[config.mk]
export PLATFORM = sky130hd
export DESIGN_NAME = shr_share_ctrl
export DESIGN_NICKNAME = d
export VERILOG_FILES = /design/src/rtl/shr_share_pkg.sv /design/src/rtl/shr_share_shr.sv /design/src/rtl/shr_share_ctrl.sv
export SDC_FILE = /design/constraint.sdc
export NUM_CORES = 1
export LEC_CHECK = 0
export BUFFER_PORTS_ARGS = -buffer_cell sky130_fd_sc_hd__buf_2
export CORE_MARGIN = 10
export CORE_UTILIZATION = 39
export CTS_CLUSTER_DIAMETER = 150
export DETAILED_ROUTE_END_ITERATION = 16
export HOLD_SLACK_MARGIN = 0.03
export PLACE_DENSITY = 0.73
export SYNTH_ARGS = -nofsm -noshare
export SYNTH_HDL_FRONTEND = slang
export SYNTH_SLANG_ARGS = --single-unit
[constraint.sdc]
create_clock -name Clk -period 2.1 [get_ports Clk]
set_input_delay 0.42 -clock Clk [delete_from_list [all_inputs] [get_ports Clk]]
set_output_delay 0.42 -clock Clk [all_outputs]
set_load 0.03 [all_outputs]
[src/rtl/shr_share_pkg.sv]
// -----------------------------------------------------------------------------
// shr_share_pkg
// Shared definitions for the shared right-shifter controller:
//   - DEF_DATAWIDTH / DEF_NREQ : default operand width and requester count
//   - state_e                  : controller FSM state encoding
// -----------------------------------------------------------------------------
package shr_share_pkg;

  localparam int DEF_DATAWIDTH = 8;
  localparam int DEF_NREQ      = 4;

  typedef enum logic {
    IDLE = 1'b0,
    EXEC = 1'b1
  } state_e;

endpackage : shr_share_pkg

[src/rtl/shr_share_shr.sv]
// -----------------------------------------------------------------------------
// shr_share_shr
// Combinational logical right shifter (zero fill).
// Ports:
//   a_i      [DATAWIDTH-1:0]  operand
//   sh_amt_i [DATAWIDTH-1:0]  shift amount, full width is honoured
//   res_o    [DATAWIDTH-1:0]  a_i >> sh_amt_i
// -----------------------------------------------------------------------------
module shr_share_shr #(
  parameter int DATAWIDTH = 8
) (
  input  logic [DATAWIDTH-1:0] a_i,
  input  logic [DATAWIDTH-1:0] sh_amt_i,
  output logic [DATAWIDTH-1:0] res_o
);

  // The >> operator zero-fills and yields zero for any amount >= DATAWIDTH,
  // so oversized shift amounts need no special casing.
  assign res_o = a_i >> sh_amt_i;

endmodule : shr_share_shr

[src/rtl/shr_share_ctrl.sv]
// -----------------------------------------------------------------------------
// shr_share_ctrl
// Round-robin arbiter sharing one right-shifter among NREQ requesters.
// A grant latches the winner's operands; the following cycle registers the
// shift result and pulses done for that requester.
// Ports:
//   Clk        clock (rising edge)
//   Rst        synchronous active-high reset
//   req        [NREQ-1:0]            per-requester request
//   a_in       [NREQ*DATAWIDTH-1:0]  operands, slice i = [i*DATAWIDTH +: DATAWIDTH]
//   sh_amt_in  [NREQ*DATAWIDTH-1:0]  shift amounts, sliced like a_in
//   gnt        [NREQ-1:0]            one-hot grant pulse
//   busy                             operation in flight
//   d_out      [DATAWIDTH-1:0]       registered shift result
//   done       [NREQ-1:0]            one-hot completion pulse (d_out valid)
// -----------------------------------------------------------------------------
module shr_share_ctrl
  import shr_share_pkg::*;
#(
  parameter int DATAWIDTH = DEF_DATAWIDTH,
  parameter int NREQ      = DEF_NREQ
) (
  input  logic                      Clk,
  input  logic                      Rst,
  input  logic [NREQ-1:0]           req,
  input  logic [NREQ*DATAWIDTH-1:0] a_in,
  input  logic [NREQ*DATAWIDTH-1:0] sh_amt_in,
  output logic [NREQ-1:0]           gnt,
  output logic                      busy,
  output logic [DATAWIDTH-1:0]      d_out,
  output logic [NREQ-1:0]           done
);

  localparam int PTR_W = (NREQ > 1) ? $clog2(NREQ) : 1;
  localparam logic [NREQ-1:0]  ONE_HOT0 = NREQ'(1);
  localparam logic [PTR_W-1:0] LAST_IDX = PTR_W'(NREQ - 1);

  // Unpacked views of the per-requester operand slices
  logic [DATAWIDTH-1:0] a_arr  [NREQ];
  logic [DATAWIDTH-1:0] sh_arr [NREQ];

  genvar gi;
  generate
    for (gi = 0; gi < NREQ; gi++) begin : g_slice
      assign a_arr[gi]  = a_in[gi*DATAWIDTH +: DATAWIDTH];
      assign sh_arr[gi] = sh_amt_in[gi*DATAWIDTH +: DATAWIDTH];
    end
  endgenerate

  state_e               state_q, state_d;
  logic [PTR_W-1:0]     ptr_q, ptr_d;
  logic [PTR_W-1:0]     win_q, win_d;
  logic [DATAWIDTH-1:0] a_q, a_d;
  logic [DATAWIDTH-1:0] sh_q, sh_d;
  logic [NREQ-1:0]      gnt_q, gnt_d;
  logic [NREQ-1:0]      done_q, done_d;
  logic                 busy_q, busy_d;
  logic [DATAWIDTH-1:0] dout_q, dout_d;

  logic [DATAWIDTH-1:0] shr_res;
  logic                 pick_valid;
  logic [PTR_W-1:0]     pick_idx;

  // Round-robin picker: scan from ptr upward with wrap. The scan runs from
  // the farthest candidate back to ptr so the nearest requester is the last
  // one written and therefore wins.
  always_comb begin
    int               idx;
    logic [PTR_W-1:0] cand;
    pick_valid = 1'b0;
    pick_idx   = '0;
    idx        = 0;
    cand       = '0;
    for (int k = NREQ - 1; k >= 0; k--) begin
      idx = int'(ptr_q) + k;
      if (idx >= NREQ) idx = idx - NREQ;
      cand = PTR_W'(idx);
      if (req[cand]) begin
        pick_valid = 1'b1;
        pick_idx   = cand;
      end
    end
  end

  shr_share_shr #(
    .DATAWIDTH(DATAWIDTH)
  ) u_shr (
    .a_i     (a_q),
    .sh_amt_i(sh_q),
    .res_o   (shr_res)
  );

  // Next-state and output logic; gnt/done/busy default low so each is a
  // single-cycle pulse per operation.
  always_comb begin
    state_d = state_q;
    ptr_d   = ptr_q;
    win_d   = win_q;
    a_d     = a_q;
    sh_d    = sh_q;
    gnt_d   = '0;
    done_d  = '0;
    busy_d  = 1'b0;
    dout_d  = dout_q;
    case (state_q)
      IDLE: begin
        if (pick_valid) begin
          win_d   = pick_idx;
          a_d     = a_arr[pick_idx];
          sh_d    = sh_arr[pick_idx];
          gnt_d   = ONE_HOT0 << pick_idx;
          busy_d  = 1'b1;
          state_d = EXEC;
        end
      end
      EXEC: begin
        dout_d  = shr_res;
        done_d  = ONE_HOT0 << win_q;
        ptr_d   = (win_q == LAST_IDX) ? '0 : win_q + 1'b1;
        state_d = IDLE;
      end
      default: state_d = IDLE;
    endcase
  end

  always_ff @(posedge Clk) begin
    if (Rst) begin
      state_q <= IDLE;
      ptr_q   <= '0;
      win_q   <= '0;
      a_q     <= '0;
      sh_q    <= '0;
      gnt_q   <= '0;
      done_q  <= '0;
      busy_q  <= 1'b0;
      dout_q  <= '0;
    end else begin
      state_q <= state_d;
      ptr_q   <= ptr_d;
      win_q   <= win_d;
      a_q     <= a_d;
      sh_q    <= sh_d;
      gnt_q   <= gnt_d;
      done_q  <= done_d;
      busy_q  <= busy_d;
      dout_q  <= dout_d;
    end
  end

  assign gnt   = gnt_q;
  assign done  = done_q;
  assign busy  = busy_q;
  assign d_out = dout_q;

endmodule : shr_share_ctrl

# Yosys cells after proc, flatten, opt, wreduce, memory -nomap -nowiden
# Cells that the tools add are included.
# W data, S select, Z words.
[word_totals]
elab_cells = 66
reg_bits = 38
out_inout_bits = 17
in_bits = 70
[op_classes]
reduce_logical = 4
eq_ne = 1
shifts = 3
n_lt_le_gt_ge = 9
mux = 29
add_sub_neg = 8
n_bitwise = 3
[ops]
columns = ["op", "count"]
rows = [
  ["$bmux W8 S2", 2],
  ["$mux W8", 4],
  ["$mux W2", 9],
  ["$ge A3 B3 Y1 const B", 4],
  ["$lt A2 B3 Y1 const B", 4],
  ["$mux W1", 9],
  ["$bmux W1 S2", 4],
  ["$shl A1 B2 Y4 const A", 2],
  ["$shr A8 B8 Y8", 1],
  ["$sub A2 B1 Y2 const B", 4],
  ["$add A2 B2 Y3 const B", 2],
  ["$reduce_or A2 Y1", 2],
  ["$add A2 B1 Y3 const B", 1],
  ["$ge A2 B3 Y1 const B", 1],
  ["$not A2 Y3", 1],
  ["$reduce_or A3 Y1", 1],
  ["$add A2 B1 Y2 const B", 1],
  ["$eq A2 B2 Y1 const B", 1],
  ["$not A1 Y1", 2],
  ["$pmux W1 S2", 1],
  ["$reduce_and A2 Y1", 1],
]

# Longest topological paths before layout
# Gate-level depths: netlist (run 1).
[logic_depth]
depth_word = 13
mapped_depth = 7
depth_no_buf = 5

# Modules after synthesis
# Synthesis (run 1) repeated with hierarchy kept, for this count alone.
[unflattened]
hier_cells = 200
area_unflattened_um2 = 2037.0
[by_module_without_submodules]
columns = ["module", "instances", "area_each_um2", "cells_each"]
rows = [
  ["shr_share_ctrl", 1, 1745.4, 164],
  ["shr_share_shr", 1, 291.5, 36],
]

# Worst setup path before layout (run 1)
# OpenSTA, ideal clock, no wires.
[synth_path]
path_kind = "input port to flip-flop"
start = "in req[0]"
end = "reg a_q[2]"
path_buffers = 2
path_stages = 7
path_slack_ns = 0.532
setup_ns = 0.128
t_arrival_ns = 1.440
cell_sequence = "a21oi_2 > o21a_1 > o22ai_1 > buf_6 > buf_6 > mux2i_1 > o221ai_2"
[synth_between]
elab_chain_len = 10
word_cells_on_any_way = 21
classes_between = "mux: 19; bitwise: 1; reduce/logical: 1"
[synth_rtl]
columns = ["element", "line_no", "rtl"]
rows = [
  ["start, declared", "shr_share_ctrl.sv:25", "input logic [NREQ-1:0] req,"],
  ["$bmux W1 S2", "shr_share_ctrl.sv:78", "if (req[cand]) begin"],
  ["$mux W1 (implied by the code)", "shr_share_ctrl.sv:78", ""],
  ["$mux W2 (4 in series)", "shr_share_ctrl.sv:78", ""],
  ["$not A2 Y3 (implied by the code)", "shr_share_ctrl.sv:109", "a_d = a_arr[pick_idx];"],
  ["$bmux W8 S2", "shr_share_ctrl.sv:109", ""],
  ["$mux W8 (implied by the code) (2 in series)", "shr_share_ctrl.sv:109", ""],
  ["end signal, assigned", "shr_share_ctrl.sv:131", "a_q <= '0;"],
  ["end signal, assigned", "shr_share_ctrl.sv:141", "a_q <= a_d;"],
  ["end, declared", "shr_share_ctrl.sv:53", "logic [DATAWIDTH-1:0] a_q, a_d;"],
]
# Parallel ways exist; a longest one is shown, timed or not. The select of a mux whose other input is x is not followed.
# A chain may end at the register's enable or synchronous reset.

# Final worst setup path (run 1)
[layout_path]
start = "reg ptr_q[1]"
end = "reg sh_q[2]"
[layout_between]
elab_chain_len = 13
word_cells_on_any_way = 36
classes_between = "add/sub: 7; order compare: 4; mux: 23; bitwise: 1; reduce/logical: 1"
[layout_rtl]
columns = ["element", "line_no", "rtl"]
rows = [
  ["start, declared", "shr_share_ctrl.sv:51", "logic [PTR_W-1:0] ptr_q, ptr_d;"],
  ["start signal, assigned", "shr_share_ctrl.sv:139", "ptr_q <= ptr_d;"],
  ["$add A2 B2 Y3", "shr_share_ctrl.sv:75", "idx = int'(ptr_q) + k;"],
  ["$ge A3 B3 Y1 / $sub A2 B1 Y2 (equally long branches)", "shr_share_ctrl.sv:76", "if (idx >= NREQ) idx = idx - NREQ;"],
  ["$mux W2", "shr_share_ctrl.sv:76", ""],
  ["$bmux W1 S2", "shr_share_ctrl.sv:78", ""],
  ["$mux W1 (implied by the code)", "shr_share_ctrl.sv:78", ""],
  ["$mux W2 (4 in series)", "shr_share_ctrl.sv:78", ""],
  ["$not A2 Y3 (implied by the code)", "shr_share_ctrl.sv:110", "sh_d = sh_arr[pick_idx];"],
  ["$bmux W8 S2", "shr_share_ctrl.sv:110", ""],
  ["$mux W8 (implied by the code) (2 in series)", "shr_share_ctrl.sv:110", ""],
  ["end signal, assigned", "shr_share_ctrl.sv:132", "sh_q <= '0;"],
  ["end signal, assigned", "shr_share_ctrl.sv:142", "sh_q <= sh_d;"],
  ["end, declared", "shr_share_ctrl.sv:54", "logic [DATAWIDTH-1:0] sh_q, sh_d;"],
]
# Parallel ways exist; a longest one is shown, timed or not. The select of a mux whose other input is x is not followed.

==> flow_metrics.env, run 1 <==
export IMPL_reg2reg_from="ptr_q[1]"
export IMPL_vias_per_cell=4.97
export IMPL_period_needed_ns=1.85
export IMPL_p_leak_nw=1.24
export IMPL_routedWlPerCell_um=14.3
export IMPL_clock_skew_ns=0.00342
export IMPL_wirelength_um=5020
export IMPL_synth_top_area_share_pct=37.4
export IMPL_slew_violations=0
export IMPL_syn_nets=272
export IMPL_setup_tns_ns=0
export IMPL_min_delay_start="sh_amt_in[22]"
export IMPL_antenna_found_initial=0
export IMPL_intPower_w=0.00120
export IMPL_ant_nets=0
export IMPL_start_kind="flop"
export IMPL_grt_remaining_overflow=0
export IMPL_yosysWarnings=0
export IMPL_nFillCells=476
export IMPL_drtIter0Drc=92
export IMPL_setup_viol=0
export IMPL_min_period_over_period_pct=88.0
export IMPL_dpl_cell_area_um2=2450
export IMPL_grt_pass1_vias=1873
export IMPL_routed_via_count=1748
export IMPL_final_cell_area_um2=2520
export IMPL_p_per_area_nw_per_um2=680
export IMPL_seq_area_frac_synth_pct=37.4
export IMPL_rows=25
export IMPL_routabilityCongestion=0.747
export IMPL_power_frac_comb_pct=26.0
export IMPL_hold_violations=0
export IMPL_switching_share_pct=29.9
export IMPL_drv_cap=0
export IMPL_clk_latency_ns=0.28
export IMPL_die_height_um=91.3
export IMPL_cts_max_level=2
export IMPL_io_buffers=86
export IMPL_grt_pass1_wl_um=8230
export IMPL_seq_power_share_pct=48.1
export IMPL_path_max_fanout=17
export IMPL_synth_seq_cells=37
export IMPL_status="finished, final reports clean"
export IMPL_hpwl_um=4060
export IMPL_start_util_pct=41.1
export IMPL_slew_headroom_pct=71.7
export IMPL_cts_buffers=5
export IMPL_dieWidth_um=91.3
export IMPL_p_switching_w=0.000512
export IMPL_worst_pin_slew_ns=0.420
export IMPL_cp_required_ns=2.25
export IMPL_final_cell_mix="buf_2, mux2i_1, dfxtp_1, nand2_1, nor2_1"
export IMPL_grtUsageTotal_pct=11.8
export IMPL_clock_power_share_pct=25.9
export IMPL_clk_pin_slew_ns=0.07
export IMPL_cts_tree="done"
export IMPL_ir_worst_vdd_v=0.000300
export IMPL_worstPathArrival_ns=1.99
export IMPL_cts_sinks=37
export IMPL_synth_area_um2=1980
export IMPL_area_growth_pct=27.2
export IMPL_synth_cells=201
export IMPL_hold_path_cell_count=3
export IMPL_rsz0062_at_grt="false"
export IMPL_root_buffer="clkbuf_8"
export IMPL_dr_pass1_iters=4
export IMPL_final_common_cell="buf_2"
export IMPL_die_area_um2=8330
export IMPL_path_class="reg -> reg"
export IMPL_diodes=0
export IMPL_core_area_um2=4820
export IMPL_io_pins=87
export IMPL_cts_resized=0
export IMPL_cts_setup_buffers=0
export IMPL_synth_top_area_cell="dfxtp_1"
export IMPL_end_kind="flop"
export IMPL_layout_drive_gt1_share_pct=39.6
export IMPL_clock_path_buffers=2
export IMPL_drc_errors=0
export IMPL_syn_avg_cell_area_um2=9.85
export IMPL_rr_worst_depth=5
export IMPL_synth_area_leaders="dfxtp_1, mux2i_1, o221ai_2"
export IMPL_ctsHoldBuffers=0
export IMPL_crit_start="ptr_q[1]"
export IMPL_fmax_mhz=541
export IMPL_grt_max_degree=38
export IMPL_final_nets=357
export IMPL_yosysUniqueCellTypes=37
export IMPL_hold_path_class="in -> reg"
-- power groups by stage --
| stage | logic [W] | clock network (W) | registers, W |
|---|---|---|---|
| after floorplan | 0.000329 | 0 | 0.000834 |
| after global placement | 0.000441 | 0 | 0.000839 |
| after detailed placement | 0.000449 | 0 | 0.000842 |
| after CTS | 0.000450 | 0.000453 | 0.000826 |
| after global routing | 0.000495 | 0.000483 | 0.000836 |
| final | 0.000445 | 0.000443 | 0.000825 |
-- stage by stage --
step / std cells / util (%) / total power, W / hold slack [ns] / setup WS [ns]
floorplan: 201 / - / 0.00116 / 0.424 / 0.532
global placement: 346 / 50.8 / 0.00128 / 0.435 / 0.281
detailed placement: 346 / 50.8 / 0.00129 / 0.446 / 0.225
CTS: 352 / 52.3 / 0.00173 / 0.446 / 0.217
global route: 352 / 52.3 / 0.00181 / 0.453 / 0.0721
finish: 352 / 52.3 / 0.00171 / 0.445 / 0.251
-- cell type report --
cell class              count  area, um^2  area share, %
well taps                  67        83.8           3.33
clock buffers               5        68.8           2.73
multi-input cells         148        1130           44.8
flip-flops and latches     37         741           29.4
clock inverters             1        5.00          0.199
inverters                   3        11.3          0.447
repair buffers             91         480           19.1
-- cells by family after synthesis --
kind of cell | after synthesis | synth area share (%)
AO/OA/AOI/OAI | 33 | 15.1
buffers and inverters | 16 | 6.25
flip-flops | 37 | 37.4
AND/OR/NAND/NOR | 67 | 16.2
multiplexers | 47 | 24.4
adder cells (fa/ha/maj) | 1 | 0.632
-- critical path, cell delays in order, from the launching register on --
cell      delay [ns]
dfxtp_1         0.49
mux2i_1         0.24
nor2_1          0.07
or3_1           0.41
nand2_2         0.34
o221ai_1        0.16
-- final timing paths --
kind / endpoint / slack (ns)
setup / recovery: sh_q[2] / 0.25
setup reg to reg: sh_q[2] / 0.25
hold reg to reg: d_out[4] / 0.45
hold / removal: sh_q[6] / 0.45
-- Yosys cell counts (all sizes together) --
cell type,n
mux2i,46
dfxtp,37
nand2,30
o221ai,16
nor2,14
a21oi,10
buf,10
nand3,4
nor3,4
and3,3
clkbuf,3
inv,3
nand2b,2
nand3b,2
nor4,2
o21ai,2
or3,2
a21o,1
a2bb2oi,1
ha,1
mux4,1
nor2b,1
nor3b,1
nor4b,1
o21a,1
o22ai,1
o2bb2ai,1
or4,1
-- metal layers --
metal	part of all wire [%]	global-route usage, %	vias to the layer above
met3	6.2	5.51	8
met1	43	13.0	786
met5	0	0	-
li1	-	-	901
met4	1.8	3.66	0
met2	49	19.7	53
-- sequential cells by signal, summed over array words and instances, names as in the netlist --
signal,count
a_q,8
gnt,4
done,4
d_out,8
ptr_q,2
sh_q,8
state_q,1
win_q,2
No activity file was read; power rests on OpenSTA's default activity.
==> run 2, diff against run 1 <==
--- a/config.mk
+++ b/config.mk
@@ -6,12 +6,15 @@
 export NUM_CORES = 1
 export LEC_CHECK = 0
 export BUFFER_PORTS_ARGS = -buffer_cell sky130_fd_sc_hd__buf_2
+export CELL_PAD_IN_SITES_DETAIL_PLACEMENT = 1
+export CELL_PAD_IN_SITES_GLOBAL_PLACEMENT = 1
+export CORE_ASPECT_RATIO = 1.1
 export CORE_MARGIN = 10
-export CORE_UTILIZATION = 39
+export CORE_UTILIZATION = 34
 export CTS_CLUSTER_DIAMETER = 150
 export DETAILED_ROUTE_END_ITERATION = 16
 export HOLD_SLACK_MARGIN = 0.03
-export PLACE_DENSITY = 0.73
+export PLACE_DENSITY = 0.84
 export SYNTH_ARGS = -nofsm -noshare
 export SYNTH_HDL_FRONTEND = slang
 export SYNTH_SLANG_ARGS = --single-unit
==> run 2 against run 1 <==
Compared with the run above:
- sequential cell count stayed put
- sequential power hardly changed
- first-iteration DRC count is 50% lower
- critical path depth stayed put
- register-to-register slack worse by 0.09 ns
- clock-buffer cell count is 1 higher
- cell count is 3.7% higher
==> flow_metrics.env, run 2 (same netlist as run 1, synthesis figures left out) <==
export IMPL_regArea_um2=741
export IMPL_path_depth=5
export IMPL_min_to="a_q[7]"
export IMPL_critical_path_top_delay_family="simple AND/OR/NAND/NOR gates"
export IMPL_cts_tree="done"
export IMPL_die_height_um=100
export IMPL_nFillCells=709
export IMPL_worstPathArrival_ns=2.09
export IMPL_critPathMaxStageDelay_ns=0.49
export IMPL_hold_path_cell_count=3
export IMPL_period_needed_ns=1.94
export IMPL_layout_drive_gt1_share_pct=39.9
export IMPL_clk_pin_slew_ns=0.07
export IMPL_grtUsageTotal_pct=12.8
export IMPL_path_max_fanout=17
export IMPL_status="finished, final reports clean"
export IMPL_multi_input_area_um2=1130
export IMPL_cts_max_level=2
export IMPL_clk_latency_ns=0.29
export IMPL_hpwl_um=4760
export IMPL_ctsHoldBuffers=0
export IMPL_end_kind="flop"
export IMPL_rows=29
export IMPL_antenna_found_initial=1
export IMPL_start_kind="flop"
export IMPL_routed_via_count=1802
export IMPL_io_buffers=86
export IMPL_final_cell_mix="buf_2, mux2i_1, dfxtp_1, nand2_1, nor2_1"
export IMPL_final_nets=358
export IMPL_hold_violations=0
export IMPL_io_pins=87
export IMPL_routedWlPerCell_um=16.2
export IMPL_min_delay_start="a_in[23]"
export IMPL_rr_worst_depth=5
export IMPL_wirelength_um=5900
export IMPL_dr_pass1_iters=4
export IMPL_final_common_cell="buf_2"
export IMPL_worst_path_buf_inv=0
export IMPL_ir_worst_vdd_v=0.000272
export IMPL_worst_slack_ns=0.164
export IMPL_setup_tns_ns=0
export IMPL_grt_pass1_wl_um=9720
export IMPL_min_period_over_period_pct=92.2
export IMPL_cts_setup_buffers=0
export IMPL_post_route_util_pct=44.7
export IMPL_start_util_pct=34.8
export IMPL_drtIter0Drc=46
export IMPL_p_leak_nw=1.25
export IMPL_routabilityCongestion=0.759
export IMPL_rsz0062_at_grt="false"
export IMPL_clock_skew_ns=0.00671
export IMPL_grt_max_degree=38
export IMPL_dieWidth_um=92.8
export IMPL_p_per_area_nw_per_um2=693
export IMPL_cts_buffers=5
export IMPL_slew_headroom_pct=69.0
export IMPL_path_cells="mux2i_1 > nor2_1 > or3_1 > nand2_2 > o221ai_1"
export IMPL_setup_viol=0
export IMPL_cts_resized=0
export IMPL_root_buffer="clkbuf_8"
export IMPL_place_worst_setup_slack_ns=0.204
export IMPL_vias_per_cell=4.94
export IMPL_core_area_um2=5700
export IMPL_path_class="reg -> reg"
export IMPL_diodes=0
export IMPL_worst_pin_slew_ns=0.463
export IMPL_rr_endpoint="sh_q[2]"
export IMPL_clock_path_buffers=2
export IMPL_grt_pass1_vias=1988
export IMPL_r2r_slack_ns=0.16
export IMPL_area_growth_pct=28.7
export IMPL_cts_sinks=37
export IMPL_drc_errors=0
export IMPL_slew_violations=0
export IMPL_grt_remaining_overflow=0
export IMPL_fmax_mhz=516
export IMPL_drv_cap=0
export IMPL_slowest_stage="dfxtp_1"
export IMPL_die_area_um2=9280
export IMPL_p_total_w=0.00177
export IMPL_cp_required_ns=2.25
export IMPL_ant_nets=0
export IMPL_reg2reg_from="ptr_q[1]"
export IMPL_hold_path_class="in -> reg"
## run 2: changes by cell type in the layout (fill, tap and decap cells not counted), sizes merged
cell	delta
clkinv	+1
clkbuf	+1
buf	+1
## run 2: report_power, final
group	switching, W	internal [W]	total [W]
clock	0.000253	0.000230	0.000483
combinational	0.000235	0.000223	0.000458
sequential	0.0000641	0.000763	0.000827
total	0.000552	0.00122	0.00177
## run 2: per-layer routing
metal / GRT usage (%) / routed length, um / share of wire (%)
met3: 5.22 / 382 / 6.5
met4: 3.33 / 77 / 1.3
met1: 13.8 / 2450 / 41
met5: 0 / 13 / 0.22
met2: 22.5 / 2980 / 51
## run 2: worst min-delay path: cells and delay by family
family          cells  cell delay (ns)
compound gates      1             0.14
buf+inv             1             0.07
mux                 1             0.07
## run 2: cell type report
class                      instances  area share [%]
inverter                           3           0.442
sequential                        37            29.1
timing repair buffer              92            19.1
tap                               77            3.78
multi-input combinational        148            44.3
clock inverter                     2           0.393
clock buffer                       6            2.85
## run 2: worst max path at each step
stage,start,endpoint,slack [ns]
finish,ptr_q[1],sh_q[2],0.16
floorplan,req[0],a_q[2],0.53
detailed placement,ptr_q[1],sh_q[2],0.20
CTS,ptr_q[1],sh_q[2],0.18
global placement,req[0],a_q[0],0.30
global route,ptr_q[1],sh_q[3],0.007
## run 2: per-stage QoR
step | area [um^2] | hold WS (ns) | instances
3_3_place_gp | 2470 | 0.438 | 357
5_1_grt | 2550 | 0.452 | 365
6_report | 2550 | 0.439 | 365
4_1_cts | 2550 | 0.443 | 365
2_1_floorplan | 1980 | 0.424 | 201
3_5_place_dp | 2470 | 0.445 | 357
==> run 3, diff against run 2 <==
--- a/config.mk
+++ b/config.mk
@@ -10,11 +10,12 @@
 export CELL_PAD_IN_SITES_GLOBAL_PLACEMENT = 1
 export CORE_ASPECT_RATIO = 1.1
 export CORE_MARGIN = 10
-export CORE_UTILIZATION = 34
+export CORE_UTILIZATION = 32
 export CTS_CLUSTER_DIAMETER = 150
 export DETAILED_ROUTE_END_ITERATION = 16
 export HOLD_SLACK_MARGIN = 0.03
-export PLACE_DENSITY = 0.84
+export PLACE_DENSITY = 0.82
 export SYNTH_ARGS = -nofsm -noshare
 export SYNTH_HDL_FRONTEND = slang
+export SYNTH_HIERARCHICAL = 1
 export SYNTH_SLANG_ARGS = --single-unit
==> constraint.sdc (replaced) <==
create_clock -name Clk -period 1.6 [get_ports Clk]
set_input_delay 0.32 -clock Clk [delete_from_list [all_inputs] [get_ports Clk]]
set_output_delay 0.32 -clock Clk [all_outputs]
set_load 0.03 [all_outputs]
==> run 3 against run 2 <==
Compared with the run above:
- the flow now finishes with violations (negative setup slack)
- sequential power grew 31%
- clock skew grew 0.0033 ns
- first-iteration DRC count grew 83%
- synthesized cell count shrank 0.50%
- routed wire length grew 24%
- clock power grew 100%
- worst setup slack lost 0.17 ns
- register-to-register slack lost 0.17 ns
- core utilization grew 5.8 points
- sequential cell count is the same
- global-route usage grew 0.60 points
- largest cell class unchanged
==> flow_metrics.env, run 3 <==
export IMPL_synth_commonest_cells="mux2i_1, dfxtp_1, nand2_1"
export IMPL_io_buffers=86
export IMPL_grtUsageTotal_pct=13.4
export IMPL_io_pins=87
export IMPL_synth_top_area_share_pct=36.4
export IMPL_setup_tns_ns=-0.0168
export IMPL_synth_cells=200
export IMPL_synth_area_um2=2040
export IMPL_antenna_found_initial=0
export IMPL_r2r_slack_ns=-0.009
export IMPL_ant_nets=0
export IMPL_highest_layer="met4"
export IMPL_worst_pin_slew_ns=0.467
export IMPL_dr_pass1_iters=4
export IMPL_rows=30
export IMPL_die_height_um=104
export IMPL_met3_length_um=452
export IMPL_p_leak_nw=1.44
export IMPL_ir_worst_vdd_v=0.000447
export IMPL_ys_async_sr_fraction_pct=0
export IMPL_diodes=0
export IMPL_cp_required_ns=1.78
export IMPL_syn_avg_cell_area_um2=10.2
export IMPL_cts_sinks=37
export IMPL_path_class="reg -> reg"
export IMPL_wirelength_um=7310
export IMPL_layout_drive_gt1_share_pct=55.2
export IMPL_drv_cap=0
export IMPL_root_buffer="clkbuf_8"
export IMPL_routed_via_count=1948
export IMPL_routabilityCongestion=0.712
export IMPL_yosysUniqueCellTypes=41
export IMPL_hold_path_class="in -> reg"
export IMPL_drtIter0Drc=84
export IMPL_path_cells="buf_4 > buf_6 > nand2_1 > a21oi_2 > nor3_4 > nand2b_4 > clkbuf_16 > o221ai_2"
export IMPL_final_common_cell="buf_2"
export IMPL_worst_slack_ns=-0.00884
export IMPL_yosysWarnings=6
export IMPL_routedWlPerCell_um=18.9
export IMPL_slew_violations=0
export IMPL_slowest_stage="dfxtp_2"
export IMPL_p_per_area_nw_per_um2=953
export IMPL_area_growth_pct=53.6
export IMPL_end_kind="flop"
export IMPL_dieWidth_um=96.1
export IMPL_worstPathArrival_ns=1.78
export IMPL_hpwl_um=5060
export IMPL_start_util_pct=32.9
export IMPL_synthSimpleGateAreaFrac_pct=14.7
export IMPL_yosysMostFrequentCell="mux2i_1"
export IMPL_synth_compound_area_share_pct=14.0
export IMPL_clk_latency_ns=0.29
export IMPL_nFillCells=716
export IMPL_synth_ff_type="dfxtp_1"
export IMPL_ctsHoldBuffers=0
export IMPL_violations="negative setup slack"
export IMPL_synth_xor_area_share_pct=0
export IMPL_met2_length_um=3900
export IMPL_grt_max_degree=18
export IMPL_seq_area_frac_synth_pct=36.4
export IMPL_min_period_over_period_pct=101
export IMPL_drc_errors=0
export IMPL_synth_area_mux_share_pct=27.8
export IMPL_period_needed_ns=1.61
export IMPL_core_area_um2=6190
export IMPL_clk_pin_slew_ns=0.08
export IMPL_wirelength_met1_um=2850
export IMPL_rsz0062_at_grt="true"
export IMPL_cts_buffers=5
export IMPL_synth_top_area_cell="dfxtp_1"
export IMPL_synth_edff_count=0
export IMPL_grt_pass1_wl_um=10600
export IMPL_grt_remaining_overflow=0
export IMPL_clock_path_buffers=2
export IMPL_p_total_w=0.00298
export IMPL_status="complete, but fails checks"
export IMPL_multi_input_area_um2=1360
export IMPL_cts_tree="done"
export IMPL_vias_per_cell=5.05
export IMPL_synth_area_leaders="dfxtp_1, mux2i_1, o221ai_2"
export IMPL_slew_headroom_pct=68.7
export IMPL_syn_nets=271
export IMPL_path_max_fanout=8
export IMPL_synth_adder_area_share_pct=0.614
export IMPL_regArea_um2=746
export IMPL_setup_viol=5
export IMPL_critPathMaxStageDelay_ns=0.33
export IMPL_synth_top_family_by_area="multiplexers"
export IMPL_clock_skew_ns=0.0101
export IMPL_fmax_mhz=622
export IMPL_grt_pass1_vias=2199
export IMPL_die_area_um2=9960
export IMPL_final_nets=376
export IMPL_synth_seq_cells=37
export IMPL_hold_violations=0
export IMPL_final_cell_mix="buf_2, dfxtp_1, mux2i_1, nand2_1, nor2_1"
export IMPL_start_kind="flop"
export IMPL_cts_max_level=2
[run 3: worst max-delay path, delay by kind of cell (launching register included)]
family | cells | cell delay (ns)
AOI/OAI and AO/OA | 2 | 0.16
DFF | 1 | 0.33
and+or+nand+nor | 3 | 0.56
buffers and inverters | 3 | 0.44
[run 3: what timing repair did]
action                     in CTS  in global routing
setup endpoints to repair      16                 23
cloned                          2                  3
gates resized for setup        10                 33
pin swaps                       2                 13
setup buffers                   3                  2
[run 3: metrics by stage]
stage	setup slack [ns]	cell area [um^2]	utilization, %	cells	hold WS, ns
floorplan	0.0119	2040	-	200	0.415
global placement	-0.0693	2620	42.4	369	0.450
global route	-0.0867	3130	50.5	386	0.287
detailed placement	-0.122	2620	42.4	369	0.460
CTS	0.00439	2870	46.3	381	0.254
finish	-0.00884	3130	50.5	386	0.283
[run 3: power breakdown]
part           internal, W  total [W]  leakage, nW  switching (W)
Sequential         0.00100    0.00108        0.305      0.0000792
Clock             0.000620   0.000972       0.0681       0.000353
Combinational     0.000477   0.000924         1.07       0.000448
Total              0.00210    0.00298         1.44       0.000879
[run 3: worst paths after layout]
| path | startpoint | endpoint | cells after the start |
|---|---|---|---|
| hold reg to reg | sh_q[6] | sh_q[6] | 2 |
| setup reg to reg | ptr_q[1] | a_q[4] | 8 |
| setup / recovery | ptr_q[1] | a_q[4] | 8 |
| hold / removal | Rst | state_q | 2 |
[run 3: per-layer routing]
metal | global-route usage (%) | up-vias
li1 | - | 948
met1 | 14.4 | 928
met2 | 22.6 | 61
met3 | 5.42 | 11
met4 | 4.54 | 0
met5 | 0 | -
[run 3: area by class of cell]
class	count	share of cell area, %
tap	80	3.20
multi-input combinational	147	43.5
sequential	37	23.8
inverter	3	0.360
clock inverter	3	2.08
clock buffer	5	2.20
timing repair buffer	111	24.8
[run 3: cell families after synthesis]
logic type	count (synthesis)
AO/OA/AOI/OAI	28
adder cells (fa/ha/maj)	1
buffers and inverters	16
flip-flops	37
multiplexers	53
AND/OR/NAND/NOR	65
